`src/rtl/mul_pkg.sv`:
```
// Shared encodings for the iterative multiplier: M-extension op codes and the
// sequencer states, plus helpers deciding which operands are signed.
package mul_pkg;

  typedef enum logic [1:0] {
    OP_MUL    = 2'b00,
    OP_MULH   = 2'b01,
    OP_MULHSU = 2'b10,
    OP_MULHU  = 2'b11
  } op_e;

  typedef enum logic [1:0] {
    IDLE = 2'b00,
    RUN  = 2'b01,
    SIGN = 2'b10,
    DONE = 2'b11
  } state_e;

  function automatic logic a_is_signed(op_e op);
    return (op == OP_MULH) || (op == OP_MULHSU);
  endfunction

  function automatic logic b_is_signed(op_e op);
    return (op == OP_MULH);
  endfunction

endpackage

```
`src/rtl/mul_if.sv`:
```
// Request/response bundle between the EX stage and the multiplier sequencer.
interface mul_if #(
  parameter int XLEN = 32
);
  logic            start;
  logic [1:0]      op;
  logic [XLEN-1:0] a;
  logic [XLEN-1:0] b;
  logic            flush;
  logic            busy;
  logic            stall;
  logic            done;
  logic [XLEN-1:0] result;

  modport master (
    output start, op, a, b, flush,
    input  busy, stall, done, result
  );

  modport slave (
    input  start, op, a, b, flush,
    output busy, stall, done, result
  );
endinterface

```
`src/rtl/mul_dp.sv`:
```
// Multiplier datapath: operand magnitude capture, radix-2 shift-add
// accumulation over a 2*XLEN product register, final sign fix and half select.
module mul_dp
  import mul_pkg::*;
#(
  parameter int XLEN = 32
) (
  input  logic            clk,
  input  logic            rst_n,
  input  logic            i_load,
  input  logic            i_step,
  input  logic            i_fix,
  input  op_e             i_op,
  input  logic [XLEN-1:0] i_a,
  input  logic [XLEN-1:0] i_b,
  output logic [XLEN-1:0] o_result
);

  logic [XLEN-1:0]   r_mcand;
  logic [2*XLEN-1:0] r_prod;
  logic              r_neg;
  logic              r_lo_sel;
  logic [XLEN-1:0]   r_result;

  logic              w_a_neg;
  logic              w_b_neg;
  logic [XLEN-1:0]   w_a_mag;
  logic [XLEN-1:0]   w_b_mag;
  logic [XLEN:0]     w_sum;
  logic [2*XLEN-1:0] w_shifted;
  logic [2*XLEN-1:0] w_fixed;

  always_comb begin
    w_a_neg = a_is_signed(i_op) & i_a[XLEN-1];
    w_b_neg = b_is_signed(i_op) & i_b[XLEN-1];
    // Negating the most negative value wraps back to itself, which is the
    // correct unsigned magnitude.
    w_a_mag = w_a_neg ? -i_a : i_a;
    w_b_mag = w_b_neg ? -i_b : i_b;
    // Multiplier sits in the low half and is consumed LSB-first as the
    // partial sum shifts in from the top, carry included.
    w_sum     = {1'b0, r_prod[2*XLEN-1:XLEN]} + (r_prod[0] ? {1'b0, r_mcand} : '0);
    w_shifted = {w_sum, r_prod[XLEN-1:1]};
    w_fixed   = r_neg ? -r_prod : r_prod;
  end

  always_ff @(posedge clk or negedge rst_n) begin
    if (!rst_n) begin
      r_mcand  <= '0;
      r_prod   <= '0;
      r_neg    <= 1'b0;
      r_lo_sel <= 1'b0;
      r_result <= '0;
    end else if (i_load) begin
      r_mcand  <= w_a_mag;
      r_prod   <= {{XLEN{1'b0}}, w_b_mag};
      r_neg    <= w_a_neg ^ w_b_neg;
      r_lo_sel <= (i_op == OP_MUL);
    end else if (i_step) begin
      r_prod <= w_shifted;
    end else if (i_fix) begin
      r_prod   <= w_fixed;
      r_result <= r_lo_sel ? w_fixed[XLEN-1:0] : w_fixed[2*XLEN-1:XLEN];
    end
  end

  assign o_result = r_result;

endmodule

```
`src/rtl/mul_seq.sv`:
```
// Multi-cycle multiply sequencer for the EX stage: owns the FSM, iteration
// counter and pipeline stall/done handshake; arithmetic lives in mul_dp.
module mul_seq
  import mul_pkg::*;
#(
  parameter int XLEN = 32
) (
  input  logic clk,
  input  logic rst_n,
  mul_if.slave bus
);

  localparam int              CNT_W    = $clog2(XLEN);
  localparam logic [CNT_W-1:0] CNT_LAST = CNT_W'(XLEN - 1);

  state_e           r_state;
  logic [CNT_W-1:0] r_cnt;
  logic             r_done;

  logic w_load;
  logic w_step;
  logic w_fix;

  assign w_load = (r_state == IDLE) && bus.start && !bus.flush;
  assign w_step = (r_state == RUN)  && !bus.flush;
  assign w_fix  = (r_state == SIGN) && !bus.flush;

  // Stall drops in DONE so EX advances and captures the result that cycle.
  assign bus.stall = w_load || (r_state == RUN) || (r_state == SIGN);
  assign bus.busy  = (r_state != IDLE);
  assign bus.done  = r_done;

  always_ff @(posedge clk or negedge rst_n) begin
    if (!rst_n) begin
      r_state <= IDLE;
      r_cnt   <= '0;
      r_done  <= 1'b0;
    end else begin
      r_done <= 1'b0;
      case (r_state)
        IDLE: begin
          if (w_load) begin
            r_state <= RUN;
            r_cnt   <= '0;
          end
        end
        RUN: begin
          if (bus.flush) begin
            r_state <= IDLE;
          end else if (r_cnt == CNT_LAST) begin
            r_state <= SIGN;
          end else begin
            r_cnt <= r_cnt + 1'b1;
          end
        end
        SIGN: begin
          if (bus.flush) begin
            r_state <= IDLE;
          end else begin
            r_state <= DONE;
            r_done  <= 1'b1;
          end
        end
        DONE:    r_state <= IDLE;
        default: r_state <= IDLE;
      endcase
    end
  end

  mul_dp #(
    .XLEN(XLEN)
  ) u_dp (
    .clk      (clk),
    .rst_n    (rst_n),
    .i_load   (w_load),
    .i_step   (w_step),
    .i_fix    (w_fix),
    .i_op     (op_e'(bus.op)),
    .i_a      (bus.a),
    .i_b      (bus.b),
    .o_result (bus.result)
  );

endmodule

```
`src/flat_wrapper.sv`:
```
// flat-port wrapper written by rule: the top's interface ports become plain ports
module mul_seq_flat import mul_pkg::*;
#(
  parameter int XLEN = 32
)
  (clk, rst_n, bus_start, bus_op, bus_a, bus_b, bus_flush, bus_busy, bus_stall, bus_done, bus_result);
  mul_if #(.XLEN(XLEN)) bus_i ();
  input  logic clk;
  input  logic rst_n;
  input wire logic [$bits(bus_i.start)-1:0] bus_start;
  input wire logic [$bits(bus_i.op)-1:0] bus_op;
  input wire logic [$bits(bus_i.a)-1:0] bus_a;
  input wire logic [$bits(bus_i.b)-1:0] bus_b;
  input wire logic [$bits(bus_i.flush)-1:0] bus_flush;
  output wire logic [$bits(bus_i.busy)-1:0] bus_busy;
  output wire logic [$bits(bus_i.stall)-1:0] bus_stall;
  output wire logic [$bits(bus_i.done)-1:0] bus_done;
  output wire logic [$bits(bus_i.result)-1:0] bus_result;
  assign bus_i.start = bus_start;
  assign bus_i.op = bus_op;
  assign bus_i.a = bus_a;
  assign bus_i.b = bus_b;
  assign bus_i.flush = bus_flush;
  assign bus_busy = bus_i.busy;
  assign bus_stall = bus_i.stall;
  assign bus_done = bus_i.done;
  assign bus_result = bus_i.result;
  mul_seq #(.XLEN(XLEN)) u_core (.clk(clk), .rst_n(rst_n), .bus(bus_i));
endmodule
```
`config.mk`:
```
export PLATFORM = sky130hd
export DESIGN_NAME = mul_seq_flat
export DESIGN_NICKNAME = d
export VERILOG_FILES = /design/src/rtl/mul_pkg.sv /design/src/rtl/mul_if.sv /design/src/rtl/mul_dp.sv /design/src/rtl/mul_seq.sv /design/src/flat_wrapper.sv
export SDC_FILE = /design/constraint.sdc
export NUM_CORES = 1
export LEC_CHECK = 0
export BUFFER_PORTS_ARGS = -buffer_cell sky130_fd_sc_hd__buf_4
export CAP_MARGIN = 20
export CORE_ASPECT_RATIO = 0.9
export CORE_MARGIN = 4
export CORE_UTILIZATION = 56
export CTS_BUF_LIST = sky130_fd_sc_hd__clkbuf_4
export CTS_CLUSTER_SIZE = 25
export DETAILED_ROUTE_END_ITERATION = 7
export PLACE_DENSITY = 0.79
export REMOVE_ABC_BUFFERS = 1
export SLEW_MARGIN = 20
export SYNTH_ARGS = -nofsm -noshare
export SYNTH_HDL_FRONTEND = slang
export SYNTH_SLANG_ARGS = --single-unit
export TNS_END_PERCENT = 30
```
`constraint.sdc`:
```
create_clock -name clk -period 2.9 [get_ports clk]
set_input_delay 0.145 -clock clk [delete_from_list [all_inputs] [get_ports clk]]
set_output_delay 0.145 -clock clk [all_outputs]
set_load 0.05 [all_outputs]
```
==> key figures <==
Timing
  – Final critical delay including setup and external delays: 2970 ps
  – Count of final setup violators: 6
  – Slew margin rel.: 0.356
  – Unrepaired setup endpoints after global routing: true
  – Slew @ Worst Pin: 963 ps
  – Top achievable clock speed: 336 MHz
  – Final Cycle Share: 1.03
  – Min Hold Slack: 30.2 ps
  – Final number of hold-violating endpoints: 0
  – Final Skew: 22.1 ps
  – Setup slack after layout: -73.5 ps
  – Pins Over Slew Limit: 0

Critical path
  – Max stage delay on crit path: 470 ps
  – Required time of the worst setup path: 3370 ps
  – Critical path class: flop to flop
  – CP Launch Type: flop
  – Slowest CP cell: dfrtp_2
  – Slack of the worst reg-to-reg path: -70 ps
  – Critical path data arrival time: 3440 ps
  – Length in cells of the worst reg-to-reg path: 9
  – Cell breakdown of the critical path: buf_4, or3_1, or2_1, or3_1, o41ai_1, xor2_1, a2bb2oi_1, o211a_1, a21oi_1
  – Start of the worst register-to-register path: u_core.u_dp.r_prod[0]
  – Critical Path Source: u_core.u_dp.r_prod[0]
  – Cell repeated most along the worst path: or3_1
  – End of the worst register-to-register path: u_core.u_dp.r_prod[15]
  – Critical path destination: u_core.u_dp.r_prod[15]
  – Capturing element type of the critical path: flop
  – CP Max Fanout: 5

Pwr
  – Fraction of power consumed by the clock network: 0.113
  – Logic pwr share: 0.609
  – Internal power: 0.00649 W
  – Power spent charging and discharging nets: 0.00617 W
  – Largest voltage drop on the vdd net: 0.000775 V
  – Seq pwr share: 0.278
  – Cell area power density: 880 nW/µm²
  – Share of total power consumed by net switching: 0.487
  – Leakage Power: 6.12 nW

Logic synthesis
  – Post-synth ARST share: 1.00
  – Yosys warnings: 0
  – Main synth FF type: dfrtp_1
  – Number of cells produced by synthesis: 1402
  – Average instance area after synthesis: 7.91 µm²
  – Number of enable-type register cells in the synthesized netlist: 0
  – Flip-flop and latch count after synthesis: 138
  – Count of different cell masters after synthesis: 77
  – Post-synthesis instance area: 11100 µm²
  – Sequential area share after synthesis: 0.311

Layout
  – Area grow syn2layout: 29.7%
  – Total Nets Final: 1751
  – Leading cell type in the layout, fill and taps excluded: buf_4
  – Final Instance Count excl. Fillers: 1905
  – Layout cell share with drive strength beyond 1: 0.216
  – Leading cell types in the layout, fill and taps excluded: buf_4 (231), nand2_1 (173), dfrtp_1 (136)
  – End-of-flow core utilization: 0.744

Status
  – Result of the run: complete, but fails checks
  – Failing checks: setup timing

Drt
  – DRC violation count after routing: 0
  – Total via count after detailed routing: 12300
  – Number of nets still failing antenna checks after routing: 0
  – First-iteration detailed-routing DRC count: 1373
  – Number of vias per cell: 6.47
  – First-pass detailed-route iteration total: 6
  – Overall routed net length: 38400 µm
  – Wirelength per Cell: 20.1 µm

CTS
  – Clock-pin slew on the worst setup and hold paths: 140 ps
  – Clock sink count: 138
  – Clock buffer count from CTS: 17
  – Clock Root Buffer: clkbuf_4
  – Number of buffers on the longest clock path: 2
  – H-tree levels: 4
  – CTS tree: done
  – Worst-skew pair later-pin latency: 590 ps

Global route
  – Global-route usage over all layers: 0.333
  – Wire length of the first global-routing pass: 59800 µm
  – Pin count of the biggest net entering global routing: 90
  – GR Overflow Total: 0
  – Antenna violations before repair: 1
  – Vias in the first global route: 11900

Place
  – Sum of net half-perimeters after detailed placement: 25400 µm
  – Input/output buffers: 104
  – RePlAce Congestion: 0.972
  – Cell Count Post-Placement: 1792

Die
  – I/O pin count: 105
  – Core Area: 19300 µm²
  – Die Y-Extent: 142 µm
  – Number of core rows: 48
  – Horizontal die dimension: 156 µm
  – Initial Util: 0.574
  – Die outline area: 22100 µm²

Flow run
  – Max-cap viol count: 0

Hold path
  – Kind of path behind the tightest hold check: primary input to flop
==> through the flow <==
step | worst slack (ps) | area [µm²] | setup TNS (ps) | total power, W
2_1_floorplan | -1050 | 10800 | -31940 | 0.00769
4_1_cts | -1.00 | 13900 | -1.00 | 0.0119
3_3_place_gp | -40.3 | 12800 | -68.7 | 0.0101
6_report | -73.5 | 14400 | -196 | 0.0127
5_1_grt | -172 | 14400 | -1310 | 0.0134
3_5_place_dp | -103 | 12800 | -436 | 0.0103
==> metal layers <==
| metal | track usage | up-vias | part of all wire |
|---|---|---|---|
| li1 | - | 5550 | - |
| met2 | 0.533 | 822 | 0.46 |
| met4 | 0.129 | 0 | 0.039 |
| met5 | 0 | - | 0 |
| met3 | 0.0769 | 169 | 0.10 |
| met1 | 0.440 | 5783 | 0.39 |
==> synth_stat cells, drive strengths merged (4+ instances only) <==
cell type,instances,share of area
nand2,176,0.060
o21ai,151,0.068
dfrtp,138,0.31
a21oi,119,0.054
nor2,107,0.036
xnor2,84,0.066
clkbuf,78,0.026
xor2,59,0.047
ha,39,0.044
and2,38,0.021
inv,37,0.013
nor3,31,0.014
a211oi,27,0.018
nand3,25,0.011
o31ai,25,0.018
a21o,22,0.015
or4,19,0.014
or3,18,0.011
o221ai,17,0.013
a22oi,16,0.011
a31oi,13,0.0073
nor4,13,0.0092
o41ai,13,0.014
nand4,12,0.0079
o21bai,9,0.0061
o22ai,9,0.0051
buf,8,0.0042
nand2b,8,0.0045
o21a,8,0.0054
nor2b,7,0.0039
or2,6,0.0034
and3,5,0.0028
a22o,4,0.0032
mux2i,4,0.0036
nor3b,4,0.0027
o22a,4,0.0032
==> worst min-delay path by stage <==
stage,start,endpoint,depth (start not counted)
2_1_floorplan,rst_n,u_core.bus.done,0
3_3_place_gp,rst_n,u_core.u_dp.r_mcand[5],1
3_5_place_dp,rst_n,u_core.u_dp.r_mcand[5],1
4_1_cts,bus_op[1],u_core.u_dp.r_lo_sel,5
5_1_grt,bus_op[1],u_core.u_dp.r_lo_sel,5
6_report,bus_op[1],u_core.u_dp.r_lo_sel,5
==> worst max-delay path: cells and delay by family, from the launching register on <==
family / cells / cell delay, ps
AOI/OAI and AO/OA: 4 / 830
xor gates and xnor gates: 1 / 370
buffers and inverters: 1 / 150
DFF: 1 / 470
and+or+nand+nor: 3 / 1040
==> kinds of logic (layout without fill, tap and decap cells) <==
group	Yosys count	in the layout	synth area share
compound gates	475	475	0.273
buf+inv	124	376	0.0434
fa+ha+maj	40	40	0.0458
flops	138	138	0.311
xor+xnor	143	143	0.113
simple gates	477	477	0.209
other cells	0	1	0
mux	5	5	0.00462
==> power groups by stage <==
stage | Sequential, W | Clock, W | Combinational (W)
global placement | 0.00342 | 0 | 0.00671
floorplan | 0.00413 | 0 | 0.00356
CTS | 0.00341 | 0.00142 | 0.00706
global route | 0.00358 | 0.00151 | 0.00830
detailed placement | 0.00344 | 0 | 0.00684
finish | 0.00352 | 0.00143 | 0.00771
==> final cells by class <==
| class | instances | area, µm² |
|---|---|---|
| Fill cell | 1423 | 4950 |
| Multi-Input combinational cell | 1140 | 7650 |
| Antenna cell | 1 | 2.50 |
| Tap cell | 250 | 313 |
| Timing Repair Buffer | 306 | 2520 |
| Clock inverter | 15 | 176 |
| Clock buffer | 17 | 128 |
| Inverter | 38 | 143 |
| Sequential cell | 138 | 3460 |
==> sequential cells by signal, indices dropped and copies added, names as in the netlist <==
signal / flops
u_core.u_dp.r_prod: 64
u_core.u_dp.r_lo_sel: 1
u_core.u_dp.o_result: 32
u_core.u_dp.r_mcand: 32
u_core.bus.done: 1
u_core.r_state: 2
u_core.r_cnt: 5
u_core.u_dp.r_neg: 1
==> timing repair <==
item | CTS | global route
endpoints found under the hold margin | 138 | 0
pin swaps | 4 | 33
buffers inserted | 1 | 8
cloned | 0 | 0
resized for setup | 16 | 71
hold buffers | 71 | 0
endpoints found under the setup margin | 16 | 36
(Power assumes the default switching activity.)
